File: src/rtl/dmem_arbiter_pkg.sv
// Shared definitions for the data-memory arbiter: access-size funct codes,
// arbiter FSM state encodings and requester ids.
// Funct codes are {opcode, funct3}, so loads and stores never share a code.
package dmem_arbiter_pkg;

  localparam logic [6:0] OP_LOAD = 7'b0000011;
  localparam logic [6:0] OP_S    = 7'b0100011;

  localparam logic [9:0] FUNC_LB  = {OP_LOAD, 3'b000};
  localparam logic [9:0] FUNC_LH  = {OP_LOAD, 3'b001};
  localparam logic [9:0] FUNC_LW  = {OP_LOAD, 3'b010};
  localparam logic [9:0] FUNC_LBU = {OP_LOAD, 3'b100};
  localparam logic [9:0] FUNC_LHU = {OP_LOAD, 3'b101};
  localparam logic [9:0] FUNC_SB  = {OP_S,    3'b000};
  localparam logic [9:0] FUNC_SH  = {OP_S,    3'b001};
  localparam logic [9:0] FUNC_SW  = {OP_S,    3'b010};

  typedef enum logic [1:0] {
    ARB_IDLE   = 2'd0,
    ARB_ACCESS = 2'd1,
    ARB_RESP   = 2'd2
  } arb_state_t;

  localparam logic REQ_CPU = 1'b0;
  localparam logic REQ_DBG = 1'b1;

endpackage

File: src/rtl/dmem_arbiter_if.sv
// One requester's connection to the data-memory arbiter.
// master: requester side (req/we/funct/addr/wdata out; gnt/rvalid/rdata/err in).
// slave:  arbiter side, the mirror image.
interface dmem_arbiter_if #(
  parameter int ADDR_W = 32,
  parameter int DATA_W = 32
);
  logic              req;
  logic              we;
  logic [9:0]        funct;
  logic [ADDR_W-1:0] addr;
  logic [DATA_W-1:0] wdata;
  logic              gnt;
  logic              rvalid;
  logic [DATA_W-1:0] rdata;
  logic              err;

  modport master (
    output req, we, funct, addr, wdata,
    input  gnt, rvalid, rdata, err
  );

  modport slave (
    input  req, we, funct, addr, wdata,
    output gnt, rvalid, rdata, err
  );
endinterface

File: src/rtl/dmem_access_check.sv
// Combinational legality check for one data-memory access.
// Ports: i_funct (access-size funct), i_addr (byte address),
//        o_err (1 = misaligned or outside 0..MEM_BYTES-1).
module dmem_access_check
  import dmem_arbiter_pkg::*;
#(
  parameter int MEM_BYTES = 1024,
  parameter int ADDR_W    = 32
) (
  input  logic [9:0]        i_funct,
  input  logic [ADDR_W-1:0] i_addr,
  output logic              o_err
);

  localparam logic [ADDR_W-1:0] LAST_ADDR = ADDR_W'(MEM_BYTES - 1);

  logic w_word;
  logic w_half;
  logic w_misaligned;
  logic w_out_of_range;

  assign w_word = (i_funct == FUNC_LW) || (i_funct == FUNC_SW);
  assign w_half = (i_funct == FUNC_LH) || (i_funct == FUNC_LHU) || (i_funct == FUNC_SH);

  // Byte accesses fall through both terms and are never misaligned.
  assign w_misaligned = (w_word && (i_addr[1:0] != 2'b00)) || (w_half && i_addr[0]);

  // Full-width compare: high address bits must not alias back into the RAM.
  assign w_out_of_range = i_addr > LAST_ADDR;

  assign o_err = w_misaligned || w_out_of_range;

endmodule

File: src/rtl/dmem_arbiter.sv
// Round-robin arbiter/sequencer between the CPU memory stage and the debug
// port in front of the single-port data RAM. Grant in IDLE, RAM access one
// cycle later, one-cycle response pulse two cycles after grant.
// Ports: clk_i/rst_i (sync, active-high), cpu/dbg requester interfaces,
//        ram_* RAM control/data, ram_rdata_i read data (same cycle as ram_r_en_o).
module dmem_arbiter
  import dmem_arbiter_pkg::*;
#(
  parameter int MEM_BYTES = 1024,
  parameter int ADDR_W    = 32,
  parameter int DATA_W    = 32
) (
  input  logic              clk_i,
  input  logic              rst_i,
  dmem_arbiter_if.slave     cpu,
  dmem_arbiter_if.slave     dbg,
  output logic              ram_r_en_o,
  output logic              ram_w_en_o,
  output logic [9:0]        ram_funct_o,
  output logic [ADDR_W-1:0] ram_addr_o,
  output logic [DATA_W-1:0] ram_wdata_o,
  input  logic [DATA_W-1:0] ram_rdata_i
);

  arb_state_t        r_state;
  arb_state_t        w_state_nxt;
  logic              r_last;
  logic              r_win;
  logic              r_we;
  logic              r_err;
  logic [DATA_W-1:0] r_cpu_rdata;
  logic [DATA_W-1:0] r_dbg_rdata;

  logic              w_any;
  logic              w_win;
  logic              w_sel_we;
  logic [9:0]        w_sel_funct;
  logic [ADDR_W-1:0] w_sel_addr;
  logic              w_chk_err;
  logic              w_grant;
  logic              w_access;
  logic              w_resp;
  logic [DATA_W-1:0] w_load_dat;

  // Round-robin pick: on a tie the requester that did not win last time goes.
  assign w_any = cpu.req || dbg.req;

  always_comb begin
    w_win = REQ_CPU;
    if (cpu.req && dbg.req) begin
      w_win = ~r_last;
    end else if (dbg.req) begin
      w_win = REQ_DBG;
    end
  end

  assign w_sel_we    = (w_win == REQ_DBG) ? dbg.we    : cpu.we;
  assign w_sel_funct = (w_win == REQ_DBG) ? dbg.funct : cpu.funct;
  assign w_sel_addr  = (w_win == REQ_DBG) ? dbg.addr  : cpu.addr;

  dmem_access_check #(
    .MEM_BYTES (MEM_BYTES),
    .ADDR_W    (ADDR_W)
  ) u_access_check (
    .i_funct (w_sel_funct),
    .i_addr  (w_sel_addr),
    .o_err   (w_chk_err)
  );

  // Next state and phase strobes. Everything is suppressed while rst_i is
  // high so an aborted transaction neither writes the RAM nor responds.
  always_comb begin
    w_state_nxt = r_state;
    w_grant     = 1'b0;
    w_access    = 1'b0;
    w_resp      = 1'b0;
    case (r_state)
      ARB_IDLE: begin
        if (w_any) begin
          w_grant     = !rst_i;
          w_state_nxt = ARB_ACCESS;
        end
      end
      ARB_ACCESS: begin
        w_access    = !rst_i;
        w_state_nxt = ARB_RESP;
      end
      ARB_RESP: begin
        w_resp      = !rst_i;
        w_state_nxt = ARB_IDLE;
      end
      default: w_state_nxt = ARB_IDLE;
    endcase
  end

  assign cpu.gnt = w_grant && (w_win == REQ_CPU);
  assign dbg.gnt = w_grant && (w_win == REQ_DBG);

  // RAM is driven from the winner's live inputs; requesters hold them until rvalid.
  assign ram_funct_o = !w_access ? '0 : ((r_win == REQ_DBG) ? dbg.funct : cpu.funct);
  assign ram_addr_o  = !w_access ? '0 : ((r_win == REQ_DBG) ? dbg.addr  : cpu.addr);
  assign ram_wdata_o = !w_access ? '0 : ((r_win == REQ_DBG) ? dbg.wdata : cpu.wdata);
  assign ram_r_en_o  = w_access && !r_we && !r_err;
  assign ram_w_en_o  = w_access &&  r_we && !r_err;

  // Stores and rejected loads return zero data.
  assign w_load_dat = ram_r_en_o ? ram_rdata_i : '0;

  assign cpu.rvalid = w_resp && (r_win == REQ_CPU);
  assign dbg.rvalid = w_resp && (r_win == REQ_DBG);
  assign cpu.err    = cpu.rvalid && r_err;
  assign dbg.err    = dbg.rvalid && r_err;
  assign cpu.rdata  = r_cpu_rdata;
  assign dbg.rdata  = r_dbg_rdata;

  always_ff @(posedge clk_i) begin
    if (rst_i) begin
      r_state     <= ARB_IDLE;
      r_last      <= REQ_DBG;
      r_win       <= REQ_CPU;
      r_we        <= 1'b0;
      r_err       <= 1'b0;
      r_cpu_rdata <= '0;
      r_dbg_rdata <= '0;
    end else begin
      r_state <= w_state_nxt;
      if ((r_state == ARB_IDLE) && w_any) begin
        r_win  <= w_win;
        r_last <= w_win;
        r_we   <= w_sel_we;
        r_err  <= w_chk_err;
      end
      // Loaded in ACCESS so the new data appears exactly with rvalid.
      if (r_state == ARB_ACCESS) begin
        if (r_win == REQ_CPU) begin
          r_cpu_rdata <= w_load_dat;
        end else begin
          r_dbg_rdata <= w_load_dat;
        end
      end
    end
  end

endmodule
File: src/flat_wrapper.sv
// flat-port wrapper written by rule: the top's interface ports become plain ports
module dmem_arbiter_flat import dmem_arbiter_pkg::*;
#(
  parameter int MEM_BYTES = 1024,
  parameter int ADDR_W    = 32,
  parameter int DATA_W    = 32
)
  (clk_i, rst_i, ram_r_en_o, ram_w_en_o, ram_funct_o, ram_addr_o, ram_wdata_o, ram_rdata_i, cpu_req, cpu_we, cpu_funct, cpu_addr, cpu_wdata, cpu_gnt, cpu_rvalid, cpu_rdata, cpu_err, dbg_req, dbg_we, dbg_funct, dbg_addr, dbg_wdata, dbg_gnt, dbg_rvalid, dbg_rdata, dbg_err);
  dmem_arbiter_if #(.ADDR_W(ADDR_W), .DATA_W(DATA_W)) cpu_i ();
  dmem_arbiter_if #(.ADDR_W(ADDR_W), .DATA_W(DATA_W)) dbg_i ();
  input  logic clk_i;
  input  logic rst_i;
  output logic ram_r_en_o;
  output logic ram_w_en_o;
  output logic [9:0] ram_funct_o;
  output logic [ADDR_W-1:0] ram_addr_o;
  output logic [DATA_W-1:0] ram_wdata_o;
  input  logic [DATA_W-1:0] ram_rdata_i;
  input wire logic [$bits(cpu_i.req)-1:0] cpu_req;
  input wire logic [$bits(cpu_i.we)-1:0] cpu_we;
  input wire logic [$bits(cpu_i.funct)-1:0] cpu_funct;
  input wire logic [$bits(cpu_i.addr)-1:0] cpu_addr;
  input wire logic [$bits(cpu_i.wdata)-1:0] cpu_wdata;
  output wire logic [$bits(cpu_i.gnt)-1:0] cpu_gnt;
  output wire logic [$bits(cpu_i.rvalid)-1:0] cpu_rvalid;
  output wire logic [$bits(cpu_i.rdata)-1:0] cpu_rdata;
  output wire logic [$bits(cpu_i.err)-1:0] cpu_err;
  input wire logic [$bits(dbg_i.req)-1:0] dbg_req;
  input wire logic [$bits(dbg_i.we)-1:0] dbg_we;
  input wire logic [$bits(dbg_i.funct)-1:0] dbg_funct;
  input wire logic [$bits(dbg_i.addr)-1:0] dbg_addr;
  input wire logic [$bits(dbg_i.wdata)-1:0] dbg_wdata;
  output wire logic [$bits(dbg_i.gnt)-1:0] dbg_gnt;
  output wire logic [$bits(dbg_i.rvalid)-1:0] dbg_rvalid;
  output wire logic [$bits(dbg_i.rdata)-1:0] dbg_rdata;
  output wire logic [$bits(dbg_i.err)-1:0] dbg_err;
  assign cpu_i.req = cpu_req;
  assign cpu_i.we = cpu_we;
  assign cpu_i.funct = cpu_funct;
  assign cpu_i.addr = cpu_addr;
  assign cpu_i.wdata = cpu_wdata;
  assign cpu_gnt = cpu_i.gnt;
  assign cpu_rvalid = cpu_i.rvalid;
  assign cpu_rdata = cpu_i.rdata;
  assign cpu_err = cpu_i.err;
  assign dbg_i.req = dbg_req;
  assign dbg_i.we = dbg_we;
  assign dbg_i.funct = dbg_funct;
  assign dbg_i.addr = dbg_addr;
  assign dbg_i.wdata = dbg_wdata;
  assign dbg_gnt = dbg_i.gnt;
  assign dbg_rvalid = dbg_i.rvalid;
  assign dbg_rdata = dbg_i.rdata;
  assign dbg_err = dbg_i.err;
  dmem_arbiter #(.MEM_BYTES(MEM_BYTES), .ADDR_W(ADDR_W), .DATA_W(DATA_W)) u_core (.clk_i(clk_i), .rst_i(rst_i), .cpu(cpu_i), .dbg(dbg_i), .ram_r_en_o(ram_r_en_o), .ram_w_en_o(ram_w_en_o), .ram_funct_o(ram_funct_o), .ram_addr_o(ram_addr_o), .ram_wdata_o(ram_wdata_o), .ram_rdata_i(ram_rdata_i));
endmodule
File: config.mk
export PLATFORM = sky130hd
export DESIGN_NAME = dmem_arbiter_flat
export DESIGN_NICKNAME = d
export VERILOG_FILES = /design/src/rtl/dmem_arbiter_pkg.sv /design/src/rtl/dmem_arbiter_if.sv /design/src/rtl/dmem_access_check.sv /design/src/rtl/dmem_arbiter.sv /design/src/flat_wrapper.sv
export SDC_FILE = /design/constraint.sdc
export NUM_CORES = 1
export LEC_CHECK = 0
export CORE_AREA = 2 2 130 132
export CTS_CLUSTER_DIAMETER = 60
export CTS_CLUSTER_SIZE = 12
export DETAILED_ROUTE_END_ITERATION = 12
export DIE_AREA = 0 0 132 134
export GPL_TIMING_DRIVEN = 0
export SYNTH_ARGS = -nofsm -noshare
export SYNTH_HDL_FRONTEND = slang
export SYNTH_SLANG_ARGS = --single-unit
File: constraint.sdc
create_clock -name clk_i -period 3.6 [get_ports clk_i]
set_input_delay 0.54 -clock clk_i [delete_from_list [all_inputs] [get_ports clk_i]]
set_output_delay 0.54 -clock clk_i [all_outputs]
set_load 0.01 [all_outputs]
# [Word level (Yosys, flattened, before mapping)]
# Index checks and enable logic that the tools add are counted.
[totals] reg_bits=70 inputBits=186 output_inout_bits=146 wordCells=64
[op_classes] magnitude_cmp=1 n_eq_ne=8 mux=18 bitwise=3 n_reduce_logical=27
[ops] cell="$mux W32" n=6
[ops] cell="$gt A32 B10 Y1 const B" n=1
[ops] cell="$eq A10 B5 Y1 const B" n=3
[ops] cell="$mux W10" n=3
[ops] cell="$eq A10 B9 Y1 const B" n=2
[ops] cell="$logic_and A1 B1 Y1" n=14
[ops] cell="$mux W1" n=7
[ops] cell="$logic_or A1 B1 Y1" n=6
[ops] cell="$pmux W2 S2" n=1
[ops] cell="$reduce_and A2 Y1" n=2
[ops] cell="$logic_not A1 Y1" n=3
[ops] cell="$not A1 Y1" n=3
[ops] cell="$eq A2 B1 Y1 const B" n=1
[ops] cell="$eq A2 B2 Y1 const B" n=1
[ops] cell="$logic_not A2 Y1" n=1
[ops] cell="$mux W2" n=1
[ops] cell="$ne A2 B1 Y1 const B" n=1
[ops] cell="$reduce_bool A2 Y1" n=1

# [Logic depth before layout (Yosys ltp)]
# Gate-level depths: netlist of the first run.
[logic_depth] ltp_word=9 ltp_mapped=7 ltp_nobuf=5

# [Cells and area by module]
# From an unflattened synthesis of the first run, not the netlist that was laid out.
[hier_totals] hier_cells=444 hier_area_um2=4296.6
[modules_own_cells] module="dmem_arbiter" instances=1 cells_per_inst=430 area_per_inst_um2=4187.8 seq_area_each_um2=1401.3
[modules_own_cells] module="dmem_access_check" instances=1 cells_per_inst=14 area_per_inst_um2=108.9 seq_area_each_um2=0.0

# [Worst setup path after synthesis of the first run]
# Ideal clock, no wire load.
[synth_path] path_kind="input to output" from="in rst_i" to="out ram_addr_o[0]" arrival_time_ns=1.411 required_time_ns=3.060 slack_ns=1.649 stages=5 n_path_buf=3 cell_sequence="clkbuf_1 -> nand2b_1 -> buf_2 -> buf_2 -> nor2_1"
[synth_between] elab_chain_cells=3
[synth_lines] item="start: declaration" line="flat_wrapper.sv:12" source="input logic rst_i;"
[synth_lines] item="$logic_not A1 Y1" line="dmem_arbiter.sv:85" source="w_access = !rst_i;"
[synth_lines] item="$mux W1" line="dmem_arbiter.sv:77" source="case (r_state)"
[synth_lines] item="$mux W32" line="dmem_arbiter.sv:101" source="assign ram_addr_o = !w_access ? '0 : ((r_win == REQ_DBG) ? dbg.addr : cpu.addr);"
[synth_lines] item="end: declaration" line="flat_wrapper.sv:16" source="output logic [ADDR_W-1:0] ram_addr_o;"
# No other way between the ends.

# [Worst setup path in the final report of the first run]
[layout_path] from="reg u_core.r_win" to="out ram_addr_o[29]"
[layout_between] elab_chain_cells=2
[layout_lines] item="start: declaration" line="dmem_arbiter.sv:28" source="logic r_win;"
[layout_lines] item="start signal: assignment" line="dmem_arbiter.sv:128" source="r_win <= w_win;"
[layout_lines] item="$mux W32 (2 in a row)" line="dmem_arbiter.sv:101"
# No other way between the ends.

==> impl_metrics.ini, run 1 <==
[power_and_ir_drop]
p_leak_nw = 2.67
design_power_mw = 2.28
vdd.ir_drop.worst_mv = 0.228
power.density_cell_area_nw_per_um2 = 291

[global_routing]
maximum_number_of_pins_on_one_net_before_global_route_repair = 14
globalRouteTotalUtil_pct = 21.2
grt_first_pass_wirelength_um = 29100
grt_pass1_vias = 5126
grt_remaining_overflow = 0
antenna_violations_before_repair = 0

[worst_setup_path]
critPathKind = reg -> out
setup.worst_path.end_class = primary output
critical_path.reg2reg.endpoint = u_core.r_err
critPathLaunch = u_core.r_win
worst_path_largest_cell_delay_ns = 0.53
critical-path-top-delay-family = buffers and inverters
path_max_fanout = 10
reg2regPathDepth = 5
cp_num_buf_inv = 4
cp_data_required_time_ns = 3.06
rrSetupSlack_ns = 1.94
cp-start-kind = flip-flop
rr_startpoint = u_core.r_last
crit_slowest_cell = sky130_fd_sc_hd__clkdlybuf4s50_1
crit_chain = buf_2 > buf_2 > buf_2 > mux2i_1 > nor2_1 > clkdlybuf4s50_1
worst_path_most_repeated_cell = sky130_fd_sc_hd__buf_2
critPathArrivalTime_ns = 2.49

[timing]
relative_slew_slack_pct = 60.9
setup_viol_count_final = 0
post-route-min-period_ns = 3.03
fin_tns_setup_ns = 0
final_hold_viol_count = 0
highest_clock_frequency_the_design_can_meet_mhz = 330
final.period_utilization_pct = 84.2
finalHoldWorstSlack_ns = 0.451
worstMarginPinSlew_ns = 0.586
grt_setup_unrepaired = false
maxSlewViolCount = 0
fin_skew_ns = 0.00831

[floorplan]
die_x_um = 132
die_area_sq_um = 17700
rows = 47
start_util_pct = 24.3
io_pins = 332
die_y_um = 134
core_box_area_sq_um = 16300

[yosys]
yosys.area.top_type_share_pct = 35.5
synthesized_area_fraction_occupied_by_and_or_nand_nor_cells_pct = 28.3
synth_fp_nets = 709
synth_top_area_cell = sky130_fd_sc_hd__dfxtp_1
synth_area_leaders = sky130_fd_sc_hd__dfxtp_1 35%, sky130_fd_sc_hd__mux2i_1 19%, sky130_fd_sc_hd__a21oi_1 8.6%, sky130_fd_sc_hd__nand3_1 8.2%, sky130_fd_sc_hd__nor2_1 7.7%
synth.ff_latch_count = 70
post_synth_num_cell_types = 32
synth_mux_area_share_pct = 19.0
synthAdderAreaFrac_pct = 0
synth_compound_area_share_pct = 10.8
postSynthAreaPerCell_sq_um = 7.56
syn-instance-count = 523
combinational_family_with_the_most_area_after_synthesis = simple AND/OR/NAND/NOR gates
ys_seq_area_share_pct = 35.5
synth-xor-area-share_pct = 0.443
mappedNetlistArea_sq_um = 3950
yosysWarnings = 0

[clock_network]
post_cts.repair.setup_buffers = 0
tritoncts = built
cts.path.max_buffers = 2
post_cts.resized_instances = 0
cts.hold.buffers_added = 0
number_of_clock_buffers_inserted_by_tritoncts = 9
clock_insertion_delay_worst_skew_ns = 0.33
cts.htree.levels = 3
cts_sinks = 70
cts.root.buffer_cell = sky130_fd_sc_hd__clkbuf_16
clock_edge_transition_at_the_registers_on_the_reported_setup_and_hold_paths_ns = 0.06

[status]
result_of_the_run = finished clean

[routing]
routed-via-count = 5021
drt_iter0_drc = 208
drt_wl_total_um = 19000
viasPerCell = 4.61
firstDrtPassIters = 4
drc_errors = 0
antenna_violating_nets_post_route = 0
detail_route.wl_per_cell_um = 17.5

[hold_path]
worst_hold_startpoint = u_core.cpu.rdata[18]
min_delay_worst_endpoint = u_core.cpu.rdata[18]
worstHoldPathType = reg -> reg
hold_depth = 2

[place]
dpl_hpwl_um = 15900
placed_cells = 1073
port-buffer-count = 330
weighted_congestion_reported_at_the_end_of_routability_driven_placement = 0.800

[final_layout]
final_net_count = 1050
finalNonFillerCells = 1089
n_antenna_cell = 0
syn_to_final_growth_pct = 98.4
post_route_cells_drive_above_1_share_pct = 5.64

[flow_run]
timing.max_cap.violations = 0
-- cells in the mapped netlist --
| master | instances |
|---|---|
| sky130_fd_sc_hd__o221ai_1 | 1 |
| sky130_fd_sc_hd__nor3b_1 | 2 |
| sky130_fd_sc_hd__nor3_1 | 3 |
| sky130_fd_sc_hd__o22ai_2 | 1 |
| sky130_fd_sc_hd__nor4b_1 | 1 |
| sky130_fd_sc_hd__o21ai_0 | 2 |
| sky130_fd_sc_hd__buf_4 | 6 |
| sky130_fd_sc_hd__nand4_1 | 3 |
| sky130_fd_sc_hd__or4_1 | 2 |
| sky130_fd_sc_hd__mux2i_1 | 75 |
| sky130_fd_sc_hd__dfxtp_1 | 70 |
| sky130_fd_sc_hd__nor2b_1 | 3 |
| sky130_fd_sc_hd__buf_2 | 23 |
| sky130_fd_sc_hd__inv_1 | 4 |
| sky130_fd_sc_hd__a21oi_1 | 68 |
| sky130_fd_sc_hd__a21boi_0 | 1 |
| sky130_fd_sc_hd__or4bb_1 | 1 |
| sky130_fd_sc_hd__nor3_2 | 1 |
| sky130_fd_sc_hd__nand2b_1 | 3 |
| sky130_fd_sc_hd__clkbuf_1 | 17 |
| sky130_fd_sc_hd__o211ai_1 | 1 |
| sky130_fd_sc_hd__nand2_1 | 68 |
| sky130_fd_sc_hd__nor2_1 | 81 |
| sky130_fd_sc_hd__a21boi_4 | 1 |
| sky130_fd_sc_hd__and2_1 | 4 |
| sky130_fd_sc_hd__and2b_1 | 1 |
| sky130_fd_sc_hd__nand3_1 | 65 |
| sky130_fd_sc_hd__xnor2_1 | 2 |
| sky130_fd_sc_hd__a221oi_2 | 1 |
| sky130_fd_sc_hd__nor4_1 | 9 |
| sky130_fd_sc_hd__o21ai_1 | 1 |
| sky130_fd_sc_hd__and3_1 | 2 |
-- routing by layer --
metal | share of wire, % | track usage, % | vias to the layer above
li1 | - | - | 2480
met1 | 40 | 24.7 | 2313
met2 | 49 | 36.5 | 200
met3 | 7.7 | 6.76 | 28
met4 | 3.1 | 7.91 | 0
met5 | 0 | 0 | -
-- where the power goes --
| part | switching, mW | internal (mW) | leakage, nW |
|---|---|---|---|
| Combinational | 0.253 | 0.332 | 1.96 |
| Sequential | 0.00756 | 0.784 | 0.565 |
| Clock | 0.345 | 0.558 | 0.149 |
| Total | 0.606 | 1.67 | 2.67 |
-- sequential cells by signal, summed over array words and instances (netlist names) --
| name | flops |
|---|---|
| u_core.dbg.rdata | 32 |
| u_core.r_we | 1 |
| u_core.r_state | 2 |
| u_core.cpu.rdata | 32 |
| u_core.r_win | 1 |
| u_core.r_last | 1 |
| u_core.r_err | 1 |
-- worst min-delay path: stages, from the launching register on --
cell	delay, ns
sky130_fd_sc_hd__dfxtp_1	0.30
sky130_fd_sc_hd__nand2_1	0.05
sky130_fd_sc_hd__a21oi_1	0.05
-- worst max path at each step --
| stage | cells past startpoint | to | slack [ns] |
|---|---|---|---|
| 3_5_place_dp | 6 | ram_addr_o[27] | 0.59 |
| 6_report | 6 | ram_addr_o[29] | 0.57 |
| 3_3_place_gp | 6 | ram_addr_o[28] | 0.61 |
| 2_1_floorplan | 5 | ram_addr_o[0] | 1.65 |
| 5_1_grt | 6 | ram_addr_o[27] | 0.39 |
| 4_1_cts | 6 | ram_addr_o[27] | 0.50 |
-- cell type report --
cell class | instances | area, sq um
clock inverter | 6 | 68.8
sequential | 70 | 1400
fill | 1655 | 8450
clock buffer | 10 | 239
timing repair buffer | 330 | 3300
tap | 220 | 275
multi-input combinational | 403 | 2310
buffer | 46 | 224
inverter | 4 | 15.0
-- kinds of logic (layout without fill, tap and decap cells) --
logic type	Yosys count	in the layout
buffers and inverters	50	396
AO/OA/AOI/OAI	77	77
flip-flops	70	70
multiplexers	75	75
AND/OR/NAND/NOR	249	249
XOR/XNOR	2	2
-- per-stage QoR --
step	setup slack [ns]	instance area (sq um)	utilization [%]
3_3_place_gp	0.607	7530	46.2
2_1_floorplan	1.65	3950	-
3_5_place_dp	0.586	7530	46.2
4_1_cts	0.503	7840	48.1
5_1_grt	0.389	7840	48.1
6_report	0.567	7840	48.1
-- cells in the final DEF, fill, tap and decap left out, drive strengths merged --
cell / count
a21boi: 2
a21oi: 68
a221oi: 1
and2: 4
and2b: 1
and3: 2
buf: 29
bufinv: 1
clkbuf: 27
clkdlybuf4s50: 330
clkinv: 3
clkinvlp: 1
dfxtp: 70
inv: 5
mux2i: 75
nand2: 68
nand2b: 3
nand3: 65
nand4: 3
nor2: 81
nor2b: 3
nor3: 4
nor3b: 2
nor4: 9
nor4b: 1
o211ai: 1
o21ai: 3
o221ai: 1
o22ai: 1
or4: 2
or4bb: 1
xnor2: 2
No activity file was read; power rests on OpenSTA's default activity.
==> run 2: changes to the inputs <==
==> constraint.sdc (replaced) <==
create_clock -name clk_i -period 3.15 [get_ports clk_i]
set_input_delay 0.4725 -clock clk_i [delete_from_list [all_inputs] [get_ports clk_i]]
set_output_delay 0.4725 -clock clk_i [all_outputs]
set_load 0.01 [all_outputs]
==> results of run 2 <==
Same layout as run 1 (identical final DEF). Status: finished clean.
Among the figures that moved: setup slack after placement 0.586 ns -> 0.271 ns; setup slack after layout 0.567 ns -> 0.185 ns; register-to-register setup slack 1.94 ns -> 1.49 ns; total power 2.28 mW -> 2.61 mW; worst IR drop on VDD 0.228 mV -> 0.260 mV
==> run 3: changes to the inputs <==
==> constraint.sdc (replaced) <==
create_clock -name clk_i -period 3.15 [get_ports clk_i]
set_input_delay 0.4725 -clock clk_i [delete_from_list [all_inputs] [get_ports clk_i]]
set_output_delay 0.4725 -clock clk_i [all_outputs]
set_load 0.1 [all_outputs]
==> impl_metrics.ini, run 3 (synthesized netlist as in run 1, its figures left out) <==
[routing]
drc_errors = 0
antenna_violating_nets_post_route = 0
detail_route.wl_per_cell_um = 17.8
viasPerCell = 4.58
drt_iter0_drc = 202
routed-via-count = 4987
drt_wl_total_um = 19400
firstDrtPassIters = 4

[worst_setup_path]
cp_data_required_time_ns = 2.68
critPathArrivalTime_ns = 2.57
crit_slowest_cell = sky130_fd_sc_hd__clkdlybuf4s15_1
rr_startpoint = u_core.r_last
rrSetupSlack_ns = 1.47
reg2regPathDepth = 5
critPathKind = reg -> out
path_max_fanout = 10
critical_path.reg2reg.endpoint = u_core.r_err
crit_chain = and2b_1 > nand2b_1 > buf_2 > buf_2 > nor2_1 > clkdlybuf4s15_1
setup.worst_path.end_class = primary output
worst_path_most_repeated_cell = sky130_fd_sc_hd__buf_2
cp-start-kind = flip-flop
worst_path_largest_cell_delay_ns = 0.87

[global_routing]
grt_pass1_vias = 5019
maximum_number_of_pins_on_one_net_before_global_route_repair = 14
grt_remaining_overflow = 0
grt_first_pass_wirelength_um = 29100
globalRouteTotalUtil_pct = 21.1
antenna_violations_before_repair = 0

[final_layout]
finalNonFillerCells = 1089
final_net_count = 1050
fillerInstances = 1732
final_common_cell = sky130_fd_sc_hd__clkdlybuf4s50_1
n_antenna_cell = 0
post_route_cells_drive_above_1_share_pct = 9.32
final_cell_area_sq_um = 7740
syn_to_final_growth_pct = 95.8
commonest_cells_after_routing_fill_and_taps_aside = 250 x sky130_fd_sc_hd__clkdlybuf4s50_1, 81 x sky130_fd_sc_hd__nor2_1, 75 x sky130_fd_sc_hd__mux2i_1

[timing]
maxSlewViolCount = 0
post-route-min-period_ns = 3.04
highest_clock_frequency_the_design_can_meet_mhz = 329
final.period_utilization_pct = 96.6
setup_viol_count_final = 0
relative_slew_slack_pct = 28.7
fin_skew_ns = 0.0103
grt_setup_unrepaired = false
final_hold_viol_count = 0
post-route-worst-setup-slack_ns = 0.108
worstMarginPinSlew_ns = 1.07

[floorplan]
die_y_um = 134
io_pins = 332
rows = 47
start_util_pct = 24.3
core_box_area_sq_um = 16300
die_area_sq_um = 17700
die_x_um = 132

[hold_path]
worst_hold_startpoint = u_core.dbg.rdata[9]
worstHoldPathType = reg -> reg
hold_depth = 2
min_delay_worst_endpoint = u_core.dbg.rdata[9]

[clock_network]
clock_edge_transition_at_the_registers_on_the_reported_setup_and_hold_paths_ns = 0.06
cts_sinks = 70
tritoncts = built
post_cts.repair.setup_buffers = 0
cts.root.buffer_cell = sky130_fd_sc_hd__clkbuf_16
number_of_clock_buffers_inserted_by_tritoncts = 9
cts.htree.levels = 3
clock_insertion_delay_worst_skew_ns = 0.33
cts.path.max_buffers = 2

[power_and_ir_drop]
p_leak_nw = 2.95
vdd.ir_drop.worst_mv = 0.274
design_power_mw = 2.88
power.density_cell_area_nw_per_um2 = 372

[place]
placed_cells = 1073
dpl_hpwl_um = 15900
place_worst_setup_slack_ns = -0.206
weighted_congestion_reported_at_the_end_of_routability_driven_placement = 0.854
port-buffer-count = 330
dpl-instance-area_sq_um = 7540

[flow_run]
timing.max_cap.violations = 0

[status]
result_of_the_run = finished clean
run 3: per-layer routing:
layer	routed length (um)	GRT usage (%)	vias up
met1	8240	25.9	2277
met5	0	0	-
met2	9490	36.9	201
met4	384	5.37	0
li1	-	-	2484
met3	1250	5.25	25
run 3: report_power, final:
part | internal [mW] | total, mW | switching, mW | leakage, nW
Combinational | 0.354 | 0.947 | 0.593 | 2.25
Clock | 0.618 | 1.03 | 0.411 | 0.135
Sequential | 0.896 | 0.904 | 0.00803 | 0.565
run 3: per-stage QoR:
step | TNS [ns] | hold slack [ns] | utilization [%]
floorplan | 0 | 0.484 | -
global placement | -3.00 | 0.442 | 46.3
detailed placement | -4.03 | 0.446 | 46.3
CTS | 0 | 0.454 | 47.8
global route | 0 | 0.469 | 47.5
finish | 0 | 0.453 | 47.5
run 3: critical path: cells and delay by family (launching register included):
kind          cells  cell delay (ns)
flops             1             0.31
simple gates      3             0.60
buf+inv           3             1.32
run 3: how the worst max path moves through the flow:
stage                     slack (ns)              start  cells past startpoint         endpoint
after floorplan                 0.06              rst_i                      4          cpu_err
final                           0.11  u_core.r_state[1]                      6  ram_wdata_o[12]
after CTS                     0.0004       u_core.r_win                      5       dbg_rvalid
after global placement         -0.22            cpu_req                      5          dbg_gnt
after detailed placement       -0.21            cpu_req                      5          dbg_gnt
after global routing           0.001  u_core.r_state[1]                      6  ram_wdata_o[12]
run 3: timing repair:
item / 4_1_cts / 5_1_grt
gates cloned: 0 / 0
setup endpoints to repair: 76 / 21
hold buffers: 0 / 0
resized for setup: 115 / 29
run 3: cell type report:
class	instances	area (sq um)	area share [%]
Buffer	46	224	2.89
Clock buffer	10	229	2.96
Clock inverter	6	70.1	0.906
Inverter	4	15.0	0.194
Multi-Input combinational cell	403	2320	30.0
Sequential cell	70	1400	18.1
Tap cell	220	275	3.56
Timing Repair Buffer	330	3200	41.4
